$ cat src/rtl/sal_rd_resp_fmt.sv
// sal_rd_resp_fmt: AXI read-response formatter. Queues AR burst lengths in
// order, counts returned beats to build rlast, and registers the R path
// through a 2-entry (main + skid) buffer.
// Ports: clk/rst_n (sync, active-low); ar_push_i/ar_len_i/ar_full_o length
// queue; in_r* beats from the read controller; m_r* AXI R channel to the
// master; err_ovf_o sticky push-while-full flag.
module sal_rd_resp_fmt #(
  parameter int ID_WIDTH      = 4,
  parameter int DATA_WIDTH    = 128,
  parameter int LEN_DEPTH_LG2 = 4
) (
  input  logic                  clk,
  input  logic                  rst_n,
  input  logic                  ar_push_i,
  input  logic [7:0]            ar_len_i,
  output logic                  ar_full_o,
  input  logic                  in_rvalid_i,
  output logic                  in_rready_o,
  input  logic [ID_WIDTH-1:0]   in_rid_i,
  input  logic [DATA_WIDTH-1:0] in_rdata_i,
  input  logic [1:0]            in_rresp_i,
  output logic                  m_rvalid_o,
  input  logic                  m_rready_i,
  output logic [ID_WIDTH-1:0]   m_rid_o,
  output logic [DATA_WIDTH-1:0] m_rdata_o,
  output logic [1:0]            m_rresp_o,
  output logic                  m_rlast_o,
  output logic                  err_ovf_o
);

  localparam int PW    = LEN_DEPTH_LG2 + 1;
  localparam int DEPTH = 1 << LEN_DEPTH_LG2;

  logic [7:0]    len_mem [DEPTH];
  logic [PW-1:0] wr_ptr, rd_ptr;
  logic [PW-1:0] wr_nxt, rd_nxt;
  logic          full_q, err_q;
  logic          len_empty, push_ok, pop;
  logic [7:0]    len_head, beat_cnt;
  logic          accept, is_last;

  logic                  main_valid, main_last;
  logic [ID_WIDTH-1:0]   main_id;
  logic [DATA_WIDTH-1:0] main_data;
  logic [1:0]            main_resp;
  logic                  skid_valid, skid_last;
  logic [ID_WIDTH-1:0]   skid_id;
  logic [DATA_WIDTH-1:0] skid_data;
  logic [1:0]            skid_resp;

  assign len_empty = (wr_ptr == rd_ptr);
  assign push_ok   = ar_push_i & ~full_q;
  assign len_head  = len_mem[rd_ptr[PW-2:0]];

  // Ready depends only on local state, so no comb path from m_rready_i.
  assign in_rready_o = ~skid_valid & ~len_empty;
  assign accept      = in_rvalid_i & in_rready_o;
  assign is_last     = (beat_cnt == len_head);
  assign pop         = accept & is_last;

  assign wr_nxt = wr_ptr + {{(PW-1){1'b0}}, push_ok};
  assign rd_nxt = rd_ptr + {{(PW-1){1'b0}}, pop};

  always_ff @(posedge clk) begin
    if (push_ok) len_mem[wr_ptr[PW-2:0]] <= ar_len_i;
  end

  always_ff @(posedge clk) begin
    if (!rst_n) begin
      wr_ptr   <= '0;
      rd_ptr   <= '0;
      full_q   <= 1'b0;
      err_q    <= 1'b0;
      beat_cnt <= '0;
    end else begin
      wr_ptr <= wr_nxt;
      rd_ptr <= rd_nxt;
      // Full flag computed from next-state pointers so it is a flop.
      full_q <= (wr_nxt[PW-1] != rd_nxt[PW-1]) &&
                (wr_nxt[PW-2:0] == rd_nxt[PW-2:0]);
      err_q  <= err_q | (ar_push_i & full_q);
      if (accept) beat_cnt <= is_last ? 8'd0 : beat_cnt + 8'd1;
    end
  end

  always_ff @(posedge clk) begin
    if (!rst_n) begin
      main_valid <= 1'b0;
      main_last  <= 1'b0;
      main_id    <= '0;
      main_data  <= '0;
      main_resp  <= '0;
      skid_valid <= 1'b0;
      skid_last  <= 1'b0;
      skid_id    <= '0;
      skid_data  <= '0;
      skid_resp  <= '0;
    end else begin
      if (accept && (!main_valid || m_rready_i)) begin
        main_valid <= 1'b1;
        main_last  <= is_last;
        main_id    <= in_rid_i;
        main_data  <= in_rdata_i;
        main_resp  <= in_rresp_i;
      end else if (m_rready_i && skid_valid) begin
        main_valid <= 1'b1;
        main_last  <= skid_last;
        main_id    <= skid_id;
        main_data  <= skid_data;
        main_resp  <= skid_resp;
        skid_valid <= 1'b0;
      end else if (m_rready_i) begin
        main_valid <= 1'b0;
      end
      // Accept only happens with an empty skid, so no overwrite here.
      if (accept && main_valid && !m_rready_i) begin
        skid_valid <= 1'b1;
        skid_last  <= is_last;
        skid_id    <= in_rid_i;
        skid_data  <= in_rdata_i;
        skid_resp  <= in_rresp_i;
      end
    end
  end

  assign ar_full_o  = full_q;
  assign err_ovf_o  = err_q;
  assign m_rvalid_o = main_valid;
  assign m_rlast_o  = main_last;
  assign m_rid_o    = main_id;
  assign m_rdata_o  = main_data;
  assign m_rresp_o  = main_resp;

endmodule
$ cat config.mk
export PLATFORM = sky130hd
export DESIGN_NAME = sal_rd_resp_fmt
export DESIGN_NICKNAME = d
export VERILOG_FILES = /design/src/rtl/sal_rd_resp_fmt.sv
export SDC_FILE = /design/constraint.sdc
export NUM_CORES = 1
export LEC_CHECK = 0
export CORE_MARGIN = 4
export CORE_UTILIZATION = 50
export CTS_BUF_LIST = sky130_fd_sc_hd__clkbuf_4
export CTS_CLUSTER_DIAMETER = 150
export DETAILED_ROUTE_END_ITERATION = 8
export PLACE_DENSITY = 0.79
export SLEW_MARGIN = 40
export SYNTH_ARGS = -nofsm -noshare
export SYNTH_HDL_FRONTEND = slang
export SYNTH_SLANG_ARGS = --single-unit
$ cat constraint.sdc
create_clock -name clk -period 3.14 [get_ports clk]
set_input_delay 0.314 -clock clk [delete_from_list [all_inputs] [get_ports clk]]
set_output_delay 0.314 -clock clk [all_outputs]
set_load 0.03 [all_outputs]
Word-level counts from Yosys, hierarchy flattened
Memory sizes are Yosys's and may differ from the RTL's. A register that Yosys moved wholly into a read port is not among the register bits.
Cells that the tools add are included.
{"block": "totals", "ramBits": 128, "register_bits": 292, "mem_count": 1, "output_inout_bits": 139, "wordCells": 63}
{"memory": "len_mem", "words": 16, "width": 8, "read_ports": 1, "rd_clocked_by_memory_dff": 1, "wr": 1, "line_no": "34", "text": "logic [7:0] len_mem [DEPTH];"}
{"block": "classes", "bitwise_logic": 9, "reduce_logical": 12, "eq_ne": 5, "add_sub_neg": 3, "mux": 18}
{"op": "$mux W128", "count": 2}
{"op": "$mux W4", "count": 3}
{"op": "$add A5 B1 Y5", "count": 2}
{"op": "$mux W1", "count": 10}
{"op": "$add A8 B1 Y8 const B", "count": 1}
{"op": "$eq A8 B8 Y1", "count": 1}
{"op": "$mux W8", "count": 1}
{"op": "$and A1 B1 Y1", "count": 5}
{"op": "$eq A5 B5 Y1", "count": 1}
{"op": "$logic_and A1 B1 Y1", "count": 5}
{"op": "$eq A4 B4 Y1", "count": 1}
{"op": "$mux W2", "count": 2}
{"op": "$reduce_bool A2 Y1", "count": 2}
{"op": "$not A1 Y1", "count": 3}
{"op": "$reduce_bool A3 Y1", "count": 1}
{"op": "$logic_not A1 Y1", "count": 2}
{"op": "$ne A2 B1 Y1 const B", "count": 1}
{"op": "$reduce_and A2 Y1", "count": 1}
{"op": "$logic_or A1 B1 Y1", "count": 1}
{"op": "$ne A1 B1 Y1", "count": 1}
{"op": "$or A1 B1 Y1", "count": 1}

Logic depth before layout (Yosys ltp)
{"block": "depth", "word_depth": 8, "depth_mapped": 15}

Worst setup path after synthesis
No wires, ideal clock.
{"block": "synth_path", "kind": "reg-to-reg", "from": "register rd_ptr[1]", "to": "register full_q, in the netlist ar_full_o", "arrival_time_ps": 3025, "required_ps": 3062, "setup_ps": 78, "stages_incl_launch_ff": 16, "setup_slack_ps": 37, "synth_period_minus_slack_ps": 3103, "n_path_buf": 3, "path_cell_list": "dfxtp_1 -> buf_6 -> buf_6 -> buf_6 -> mux4_2 -> mux2i_1 -> xnor2_1 -> nand2_1 -> a2111o_1 -> nor3_1 -> ha_1 -> ha_1 -> xor2_1 -> xnor2_1 -> nand4_1 -> nor3_1"}
{"block": "synth_between", "elab_chain_len": 8, "word_cells_on_any_way": 9, "classes_between": "add/sub (1); eq/ne (3); bitwise (4); reduce/logical (1)"}
{"item": "start, declared", "line_no": "35", "text": "logic [PW-1:0] wr_ptr, rd_ptr;"}
{"item": "start signal, assigned", "line_no": "77", "text": "rd_ptr <= rd_nxt;"}
{"item": "$eq A5 B5 Y1", "line_no": "51", "text": "assign len_empty = (wr_ptr == rd_ptr);"}
{"item": "$not A1 Y1", "line_no": "56", "text": "assign in_rready_o = ~skid_valid & ~len_empty;"}
{"item": "$and A1 B1 Y1", "line_no": "56"}
{"item": "$and A1 B1 Y1", "line_no": "57", "text": "assign accept = in_rvalid_i & in_rready_o;"}
{"item": "$and A1 B1 Y1", "line_no": "59", "text": "assign pop = accept & is_last;"}
{"item": "$add A5 B1 Y5 *", "line_no": "62", "text": "assign rd_nxt = rd_ptr + {{(PW-1){1'b0}}, pop};"}
{"item": "$eq A4 B4 Y1 or $ne A1 B1 Y1 (tied branches)", "line_no": "80, 79"}
{"item": "$logic_and A1 B1 Y1 *", "line_no": "79", "text": "full_q <= (wr_nxt[PW-1] != rd_nxt[PW-1]) &&"}
{"item": "end signal, assigned", "line_no": "79"}
{"item": "end, declared", "line_no": "37", "text": "logic full_q, err_q;"}
Mark *: on every way between the ends. The rest lies on a longest branch, timed or not.
A chain may end at the register's enable or synchronous reset.

Worst setup path in the final report
{"block": "layout_path", "from": "register rd_ptr[0]", "to": "register full_q, in the netlist ar_full_o"}
Same word-level chain as after synthesis.

==> out/results.tsv <==
stage	metric	value	unit
outcome	outcome	finished, final reports clean	
placed_design	gp_congestion	0.852	
routing	wl	48700	microns
floorplanning	dieWidth	191	microns
timing	fmax	319	MHz
worst_setup_path	worstPathCellList	buf_12, mux4_2, mux2i_2, xnor2_1, nand2_1, a2111o_1, nor3_2, ha_2, ha_4, nand3_2, xor2_2, xnor2_1, nor3_2	
clock_network	h-tree-depth	3	
synthesis	yosys-top-cells-area	dfxtp_1 (35%), edfxtp_1 (23%), nand2_1 (9.2%)	
layout	final_common_cell	nand2_1	
clock_network	tritoncts	yes	
timing	max-slew-margin-rel	43.3	%
timing	setup_viol	0	
grt	overflow	0	
placed_design	port_buffers	285	
synthesis	synth_fp_nets	1864	
worst_setup_path	start_kind	flip-flop	
synthesis	synth.avg_cell_area	9.78	sq um
layout	drive_gt1_share	14.1	%
layout	nFillCells	2496	
synthesis	synth_area	16700	sq um
worst_setup_path	slowest_stage	mux4_2	
layout	area_growth	29.9	%
worst_setup_path	required	3830	ps
timing	min_period	3130	ps
pwr	powerDensity	564	nW/um^2
floorplanning	num_io_pins	286	
timing	final_max_slew_viol_count	0	
routing	avgRoutedWirePerCell	19.1	microns
worst_hold_path	hold_class	input port to flip-flop	
grt	grt_pass1_wl	74600	microns
worst_setup_path	crit_path_end_kind	flip-flop	
synthesis	synth_largest_area_cell	dfxtp_1	
clock_network	postCtsHoldBufs	0	
clock_network	clkTransAtPathRegs	70	ps
synthesis	synth_cell_types	47	
routing	viasPerCell	5.67	
timing	tightest_slew	851	ps
job	cap_violations	0	
clock_network	cts_sinks	420	
floorplanning	dieArea	36500	sq um
worst_setup_path	crit_arrival	3830	ps
routing	final_antenna_net_count	0	
synthesis	syn_inst	1712	
worst_setup_path	worstSetupPathType	flip-flop to flip-flop	
timing	timing.final.crit_share	99.8	%
routing	remaining_drc_errors	0	
pwr	p_leak	7.32	nW
clock_network	numCtsBuffers	105	
floorplanning	start_util	51.1	%
pwr	power.total	12.3	mW
grt	grt_max_degree	135	
grt	grtUsageTotal	25.4	%
clock_network	clkLatencyLatePin	800	ps
timing	rsz0062_at_grt	yes	
routing	drt_pass1_iterations	8	
grt	antenna_found_initial	7	
grt	grt_pass1_vias	14000	
layout	mostFrequentLayoutCells	nand2_1 (409), dfxtp_1 (288), clkdlybuf4s50_1 (283)	
timing	fin_setup_tns	0	ps
floorplanning	rows	66	
synthesis	synth-seq-cells	420	
worst_setup_path	max_stage_delay	500	ps
synthesis	yosysWarnings	0	
synthesis	yosys.area.top_type_share	34.9	%
layout	fin_nets	2179	
pwr	ir_worst_vdd	0.569	mV
worst_setup_path	cp_max_fo	5	
floorplanning	core	32800	sq um
floorplanning	die_h	191	microns
synthesis	seq_area_frac_synth	57.9	%
timing	finalHoldViolations	0	
routing	num_vias	14400	
clock_network	root_buffer	clkbuf_4	
routing	drt_iter0_markers	1345	
timing	worst_clock_skew	63.6	ps
clock_network	ctsLongestPathBuffers	3	
placed_design	hpwlAfterDp	30800	microns
worst max-delay path: cells and delay by family, from the launching register on:
kind                     cells  cell delay, ps
AO/OA/AOI/OAI                1             450
XOR/XNOR                     3             480
adder cells (fa/ha/maj)      2             390
buffers and inverters        1             120
flip-flops                   1             360
multiplexers                 2             710
AND/OR/NAND/NOR              4             520
per-layer routing:
layer / global-route usage (%) / vias up / part of all wire, %
met5: 0 / - / 0.025
met4: 12.3 / 2 / 4.0
met1: 32.0 / 6877 / 39
li1: - / 6751 / -
met3: 5.90 / 126 / 8.5
met2: 41.4 / 688 / 48
cells by family after synthesis:
family | synth area share, %
simple gates | 18.6
flops | 57.9
compound gates | 12.2
buf+inv | 3.98
mux | 5.46
xor+xnor | 1.52
fa+ha+maj | 0.374
where the power goes:
group,switching (mW),leakage (nW),total (mW),internal (mW)
sequential,0.137,3.53,5.94,5.80
clock,2.13,0.820,4.70,2.57
combinational,0.946,2.97,1.62,0.677
state kept, by name (all words and copies together), names as in the netlist, 2 cells and up:
register	flops
beat_cnt	8
m_rid_o	4
len_mem	128
skid_data	128
m_rresp_o	2
skid_resp	2
m_rdata_o	128
rd_ptr	5
skid_id	4
wr_ptr	5
what timing repair did:
action | in CTS | in global routing
pin swaps | 4 | 6
gates resized for setup | 14 | 4
endpoints found under the setup margin | 2 | 3
gates cloned | 0 | 1
buffers inserted | 3 | 7
area by class of cell:
cell class              count  area [sq um]  share of cell area [%]
inverters                   3          18.8                  0.0863
repair buffers            358          3630                    16.7
flip-flops and latches    420          9700                    44.6
clock inverters            17           158                   0.725
clock buffers             162          1220                    5.59
multi-input cells        1139          6460                    29.7
diodes                      6          15.0                  0.0690
well taps                 442           553                    2.54
metrics by stage:
step / utilization, % / hold WS, ps / std cells / worst slack [ps] / instance area (sq um)
after CTS: 65.9 / 32.9 / 2533 / 11.0 / 21600
after global placement: 61.5 / 442 / 2351 / -20.7 / 20200
after global routing: 66.3 / 51.7 / 2547 / -97.2 / 21700
after floorplan: - / 413 / 1712 / 37.1 / 16700
final: 66.3 / 101 / 2547 / 7.30 / 21700
after detailed placement: 61.5 / 447 / 2351 / -94.9 / 20200
synthesized netlist by cell type, drive strengths merged:
cell	instances
clkbuf	98
a31o	1
a31oi	1
nor2	164
o2bb2ai	1
edfxtp	128
o311ai	1
o31ai	1
xor2	15
xnor2	14
a22o	2
ha	5
buf	52
nand2	411
and3	3
nand3	143
nand2b	7
o41ai	1
a2111o	1
mux4	26
a311oi	135
nand4	4
or3b	1
o31a	1
nand3b	2
dfxtp	292
mux2	8
nor4	1
nor3	6
inv	3
a21oi	137
or3	2
mux2i	23
a2111oi	1
or4	1
o2111ai	1
o21ai	4
nor2b	4
or2	1
and2	7
o22ai	3
final timing paths:
path / start / to / slack, ps / cells after the start
setup / recovery: rd_ptr[0] / ar_full_o / 7 / 13
hold / removal: in_rdata_i[78] / skid_data[78] / 100 / 3
setup reg to reg: rd_ptr[0] / ar_full_o / 7 / 13
hold reg to reg: skid_id[0] / skid_id[0] / 450 / 2
No activity file was read; power rests on OpenSTA's default activity.
